`src/rtl/coherence_bus_ctrl.sv`:
```
// Snoop-bus controller between two cores: round-robin arbitration, snoop broadcast,
// and grant/data-source return. Outputs are registered from the current state.
module coherence_bus_ctrl #(
    parameter int SNOOP_TIMEOUT = 4
) (
    input  logic        clk,
    input  logic        rst_n,
    input  logic [1:0]  read_miss,
    input  logic [1:0]  write_miss,
    input  logic [1:0]  invalidate,
    input  logic [10:0] BICO0,
    input  logic [10:0] BICO1,
    input  logic [1:0]  cpu_search_found,
    input  logic [15:0] send_data0,
    input  logic [15:0] send_data1,
    output logic [1:0]  grant,
    output logic [1:0]  cpu_search,
    output logic [12:0] BOCI0,
    output logic [12:0] BOCI1,
    output logic [1:0]  cpu_datasel0,
    output logic [1:0]  cpu_datasel1,
    output logic [1:0]  invalidate_other,
    output logic [15:0] other_proc_data0,
    output logic [15:0] other_proc_data1
);
    typedef enum logic [2:0] {IDLE, BCAST, WAIT, GRANT, HOLD} state_t;
    localparam logic [1:0] OP_RD  = 2'b01;
    localparam logic [1:0] OP_WR  = 2'b10;
    localparam logic [1:0] OP_INV = 2'b11;
    localparam logic [3:0] CNT_LAST = 4'(SNOOP_TIMEOUT - 1);

    state_t      state, state_n;
    logic        ptr, ptr_n, req_id, req_id_n, found, found_n;
    logic [1:0]  op, op_n;
    logic [10:0] addr, addr_n;
    logic [15:0] data, data_n;
    logic [3:0]  cnt, cnt_n;

    logic [1:0]        grant_d, search_d, inv_d;
    logic [1:0][1:0]   dsel_d, dsel_q;
    logic [1:0][12:0]  boci_d, boci_q;
    logic [1:0][15:0]  opd_d, opd_q;
    logic [1:0]        grant_q, search_q, inv_q;

    logic [1:0]  req_vec;
    logic        oth, sel, req_live;
    logic [1:0]  res_dsel;
    logic [15:0] res_data;

    always_comb begin
        req_vec  = read_miss | write_miss | invalidate;
        oth      = ~req_id;
        req_live = req_vec[req_id];
        sel      = (req_vec == 2'b11) ? ptr : req_vec[1];
        res_dsel = (op == OP_INV) ? 2'b00 : (found ? 2'b01 : 2'b10);
        res_data = found ? data : 16'h0000;

        state_n  = state;
        ptr_n    = ptr;
        req_id_n = req_id;
        op_n     = op;
        addr_n   = addr;
        data_n   = data;
        found_n  = found;
        cnt_n    = cnt;
        grant_d  = '0;
        search_d = '0;
        inv_d    = '0;
        dsel_d   = '0;
        boci_d   = '0;
        opd_d    = '0;

        case (state)
            IDLE: begin
                if (|req_vec) begin
                    req_id_n = sel;
                    op_n     = invalidate[sel] ? OP_INV :
                               write_miss[sel] ? OP_WR  : OP_RD;
                    addr_n   = sel ? BICO1 : BICO0;
                    data_n   = '0;
                    found_n  = 1'b0;
                    state_n  = BCAST;
                end
            end
            BCAST: begin
                // A dropped request abandons the transaction with outputs cleared.
                if (!req_live) begin
                    state_n = IDLE;
                end else begin
                    boci_d[oth] = {op, addr};
                    if (op == OP_INV) begin
                        found_n = 1'b0;
                        state_n = GRANT;
                    end else begin
                        search_d[oth] = 1'b1;
                        cnt_n         = '0;
                        state_n       = WAIT;
                    end
                end
            end
            WAIT: begin
                if (!req_live) begin
                    state_n = IDLE;
                end else begin
                    boci_d[oth] = {op, addr};
                    if (cpu_search_found[oth]) begin
                        data_n  = oth ? send_data1 : send_data0;
                        found_n = 1'b1;
                        state_n = GRANT;
                    end else if (cnt == CNT_LAST) begin
                        found_n = 1'b0;
                        state_n = GRANT;
                    end else begin
                        cnt_n = cnt + 4'd1;
                    end
                end
            end
            GRANT: begin
                boci_d[oth]    = {op, addr};
                grant_d[req_id] = 1'b1;
                dsel_d[req_id]  = res_dsel;
                opd_d[req_id]   = res_data;
                inv_d[oth]      = (op == OP_WR) || (op == OP_INV);
                state_n         = HOLD;
            end
            HOLD: begin
                if (!req_live) begin
                    ptr_n   = oth;
                    state_n = IDLE;
                end else begin
                    dsel_d[req_id] = res_dsel;
                    opd_d[req_id]  = res_data;
                end
            end
            default: state_n = IDLE;
        endcase
    end

    always_ff @(posedge clk or negedge rst_n) begin
        if (!rst_n) begin
            state    <= IDLE;
            ptr      <= 1'b0;
            req_id   <= 1'b0;
            op       <= '0;
            addr     <= '0;
            data     <= '0;
            found    <= 1'b0;
            cnt      <= '0;
            grant_q  <= '0;
            search_q <= '0;
            inv_q    <= '0;
            dsel_q   <= '0;
            boci_q   <= '0;
            opd_q    <= '0;
        end else begin
            state    <= state_n;
            ptr      <= ptr_n;
            req_id   <= req_id_n;
            op       <= op_n;
            addr     <= addr_n;
            data     <= data_n;
            found    <= found_n;
            cnt      <= cnt_n;
            grant_q  <= grant_d;
            search_q <= search_d;
            inv_q    <= inv_d;
            dsel_q   <= dsel_d;
            boci_q   <= boci_d;
            opd_q    <= opd_d;
        end
    end

    assign grant            = grant_q;
    assign cpu_search       = search_q;
    assign invalidate_other = inv_q;
    assign BOCI0            = boci_q[0];
    assign BOCI1            = boci_q[1];
    assign cpu_datasel0     = dsel_q[0];
    assign cpu_datasel1     = dsel_q[1];
    assign other_proc_data0 = opd_q[0];
    assign other_proc_data1 = opd_q[1];
endmodule

```
`config.mk`:
```
export PLATFORM = sky130hd
export DESIGN_NAME = coherence_bus_ctrl
export DESIGN_NICKNAME = d
export VERILOG_FILES = /design/src/rtl/coherence_bus_ctrl.sv
export SDC_FILE = /design/constraint.sdc
export NUM_CORES = 1
export LEC_CHECK = 0
export BUFFER_PORTS_ARGS = -buffer_cell sky130_fd_sc_hd__buf_2
export CAP_MARGIN = 20
export CORE_UTILIZATION = 30
export CTS_CLUSTER_SIZE = 28
export DETAILED_ROUTE_END_ITERATION = 12
export GPL_TIMING_DRIVEN = 0
export PLACE_DENSITY = 0.5
export SETUP_SLACK_MARGIN = 0.02
export SYNTH_ARGS = -nofsm -noshare
export SYNTH_HDL_FRONTEND = slang
export SYNTH_SLANG_ARGS = --single-unit
```
`constraint.sdc`:
```
create_clock -name clk -period 3.6 [get_ports clk]
set_input_delay 0.36 -clock clk [delete_from_list [all_inputs] [get_ports clk]]
set_output_delay 0.36 -clock clk [all_outputs]
set_load 0.03 [all_outputs]
```
* Yosys cells after proc, flatten, opt, wreduce, memory -nomap -nowiden *
Cells that the tools add are included.

operators by class
  $add $sub $neg = 1
  magnitude comparators = 5
  eq/ne operators = 19
  multiplexer cells = 62
  bitwise logic cells = 8
  reduce and logical (&&, ||, !) cells = 15

operator list
  kind                 count
  $mux 16              6
  $pmux 32 s2          1
  $pmux 26 s2          1
  $and 32x32->32       1
  $mux 32              1
  $pmux 16 s2          1
  $and 26x26->26       1
  $mux 26              1
  $mux 4               6
  $mux 2               11
  $mux 1               18
  $ne 2x2->1 const B   9
  $demux 16 s1         1
  $pmux 4 s2           2
  $mux 3               5
  $pmux 3 s5           1
  $demux 13 s1         1
  $mux 13              1
  $reduce_and 6->1     2
  $mux 11              1
  $eq 2x2->1 const B   3
  $eq 3x2->1 const B   2
  $lt 1x2->1 const B   3
  $add 4x1->4 const B  1
  22 further kinds     30

storage, ports and cells
  register bits after elaboration = 107
  bits of input ports = 64
  output and inout port bits = 68
  word-level logic and storage cells = 127

* Longest topological paths before layout *
  depth after elaboration = 8
  mapped depth = 7
  depth with buffers taken out = 5

* Worst setup path before layout *
OpenSTA, ideal clock, no wires.

  path kind = register -> register
  start = register state[0]
  end = register data[10]
  setup time = 0.125 ns
  arrival = 1.762 ns
  data required time = 3.475 ns
  setup slack = 1.713 ns
  cell stages (with the launch flop) = 8
  buffers on the path = 3
  clock period less this slack = 1.887 ns
  cell sequence = dfrtp_1 > buf_4 > or3b_1 > buf_6 > nor2_8 > o221ai_4 > buf_6 > mux2_4

between the ends
  cells in the longest elaborated chain, start to end = 3
  elaborated cells on any way between the ends = 8
  classes of those cells = eq/ne (4); mux (1); reduce/logical (3)

RTL lines
  element                                                                  RTL line  RTL
  start, declared                                                          32        state_t state, state_n;
  start signal, assigned                                                   156       state <= state_n;
  $eq 3x2->1 / $logic_not 3->1 (equally long branches)                     73        case (state)
  $ne 2x2->1 (no source line) / $reduce_bool 2->1 (equally long branches)  -
  $reduce_and 4->1 (no source line)                                        -
  end signal, assigned                                                     161       data <= data_n;
  end, declared                                                            36        logic [15:0] data, data_n;

Parallel ways exist; a longest one is shown, timed or not.
A chain may end at the register's enable or synchronous reset.

==> flow_summary.yaml <==
floorplan:
  die_w_um: 122.8
  die-area_mm2: 0.01508
  die_h_um: 122.8
  io_pins: 132
  design.core.area_mm2: 0.01404
  start_util_pct: 31.18
  fp-row-count: 43
logic_synthesis:
  syn-mean-instance-area_um2: 12.54
  syn_area_mm2: 0.004378
  ys_async_sr_fraction_pct: 100.0
  yosysSeqAreaShare_pct: 61.16
  synth_edf_count: 0
  synth_top_cell_area_share_pct: 61.16
  yosysWarnings: 0
  ys.flop_type: "dfrtp_1"
  postSynthCellCount: 349
  yosysTopAreaCell: "dfrtp_1"
  synth_area_leaders: "dfrtp_1 61%, and2_1 8.9%, mux2i_1 6.4%, mux2_4 3.4%, o21ai_0 2.2%"
  syn_nets: 414
  synth_cell_types: 48
  synth_seq_cells: 107
detailed_routing:
  ant_nets: 0
  drc_errors: 0
  firstDrtPassIters: 4
  wire_per_inst_um: 14.66
  drtIter0Drc: 121
  vias: 3023
  routed_wl_um: 9925
  drt-vias-per-instance: 4.465
critical_path:
  critPathBufInv: 2
  critPathCaptureType: "flop"
  slowest_delay_ns: 0.52
  rrSetupSlack_ns: 1.35
  critPathSlowestCell: "or3b_2"
  cpMostUsedCell: "clkbuf_1"
  crit_required_ns: 3.88
  r2r_cells: 6
  r2r-start: "state[0]"
  worstSetupPathType: "reg -> reg"
  crit_family: "simple AND/OR/NAND/NOR gates"
  crit_chain: "or3b_2 > o21ai_0 > and3_1 > clkbuf_1 > clkbuf_1 > and2_1"
  crit-reg2reg-capture: "cpu_datasel1[0]"
  path_max_fanout: 10
  critPathLaunchType: "flop"
  arrival_ns: 2.53
global_routing:
  grt_usage_pct: 13.90
  grt_max_degree: 56
  grt_pass1_wl_um: 15460
  grt_antenna_before_repair: 0
  first_global_vias: 2979
  grt_overflow_total: 0
clocking:
  clk_latency_ns: 0.35
  cts_tree: "built"
  clk_pin_slew_worst_paths_ns: 0.07
  cts-htree-levels: 3
  clock_sinks: 107
  clock-root-buffer: "clkbuf_16"
  ctsLongestPathBuffers: 2
  cts_hold_buf: 0
  cts_buffers: 9
  cts_resized: 0
  cts_setup_buffers: 0
layout:
  area_growth_pct: 29.32
  n_antenna_cell: 0
  layout_common_cells: "135 x buf_2, 107 x dfrtp_1, 62 x and2_1"
  fin_nets: 557
  fill_cells: 1363
  final_area_mm2: 0.005662
  layout_commonest_cell: "buf_2"
  drive_gt1_share_pct: 36.42
placed_design:
  gp_congestion: 0.7677
  dpl_worst_slack_ns: 1.282
  dp_hpwl_um: 7245
  port_buffers: 131
  dpl_cell_area_mm2: 0.005289
timing:
  finalHoldViolCount: 0
  fin_crit_ns: 2.251
  max-slew-margin-rel_pct: 49.45
  setup_viol: 0
  fmax_mhz: 444.3
  rsz0062_at_grt: "no"
  min_period_over_period_pct: 62.52
  tns_ns: 0
  finalMaxSlewViolations: 0
  setup_slack_ns: 1.349
  tightest_slew_ns: 0.7582
  finClkSkew_ns: 0.009002
hold_path:
  hold_class: "in -> async"
power:
  cellLeakagePower_nw: 3.008
  powerDensity_mw_per_mm2: 787.0
  vdd_drop_max_v: 0.0002454
status:
  status: "complete, no violations"
flow_run:
  drv_cap: 0
[kinds of logic after synthesis]
| group | after synthesis | share of synthesized area (%) |
|---|---|---|
| and+or+nand+nor | 132 | 17.32 |
| AOI/OAI and AO/OA | 37 | 5.831 |
| buffers and inverters | 22 | 2.543 |
| muxes | 47 | 12.20 |
| adders and majority gates | 3 | 0.7430 |
| xor gates and xnor gates | 1 | 0.2001 |
| DFF | 107 | 61.16 |
[Yosys cell counts (2+ instances only)]
library cell  instances
a21oi_1               2
buf_2                 5
nor3_1                4
mux2_4               10
or3_1                 4
nor2_1               24
and3_1                3
and2_1               62
nor3b_1               3
and3b_1               4
dfrtp_1             107
o21ai_0              19
a31oi_1               2
clkbuf_1             11
mux2i_1              28
mux2_2                8
maj3_1                2
nor4_1                2
nand2_1              17
buf_6                 2
inv_1                 2
buf_4                 2
[report_power, final]
group | switching [mW] | total, mW | internal [mW]
Clock | 0.446 | 1.20 | 0.757
Combinational | 0.932 | 1.57 | 0.635
Sequential | 0.164 | 1.69 | 1.52
Total | 1.54 | 4.46 | 2.91
[routing by layer]
layer,global-route usage [%],part of all wire [%]
met5,0,0
met4,5.716,1.6
met3,3.020,4.4
met2,22.82,50
met1,17.65,44
[flip-flops by register name, indices dropped and copies added (netlist names), 3 cells and up]
register          cells
cnt                   4
BOCI0                13
state                 3
addr                 11
other_proc_data1     16
data                 16
other_proc_data0     16
BOCI1                13
[how the worst max path moves through the flow]
stage | depth (start not counted) | from | slack (ns) | end
after floorplan | 7 | state[0] | 1.71 | data[10]
after global placement | 1 | rst_n | 0.96 | other_proc_data0[8]
after detailed placement | 7 | invalidate[0] | 1.28 | other_proc_data0[12]
after CTS | 6 | state[0] | 1.34 | other_proc_data1[10]
after global routing | 6 | state[2] | 1.14 | addr[7]
final | 6 | state[0] | 1.35 | cpu_datasel1[0]
[area by class of cell]
type	count	area, um^2	area share [%]
inverter	2	7.507	0.1326
sequential	107	2678	47.29
tap	180	225.2	3.978
multi-input combinational	220	1589	28.07
clock buffer	9	225.2	3.978
clock inverter	7	147.6	2.608
buffer	20	103.9	1.834
timing repair buffer	132	685.7	12.11
[stage by stage]
stage	power [mW]	std cells	utilization [%]	hold slack, ns
after floorplan	2.826	349	-	0.06441
after global placement	3.271	660	37.45	0.4703
after detailed placement	3.307	661	37.66	0.4729
after CTS	4.525	677	40.32	0.1057
after global routing	4.728	677	40.32	0.1353
final	4.456	677	40.32	0.07940
[worst register-to-register path: stages, from the launching register on]
cell and delay (ns):
dfrtp_1 0.39, or3b_2 0.52, o21ai_0 0.15, and3_1 0.16
clkbuf_1 0.33, clkbuf_1 0.43, and2_1 0.20
Note: power is estimated with default switching activity, not from simulation.
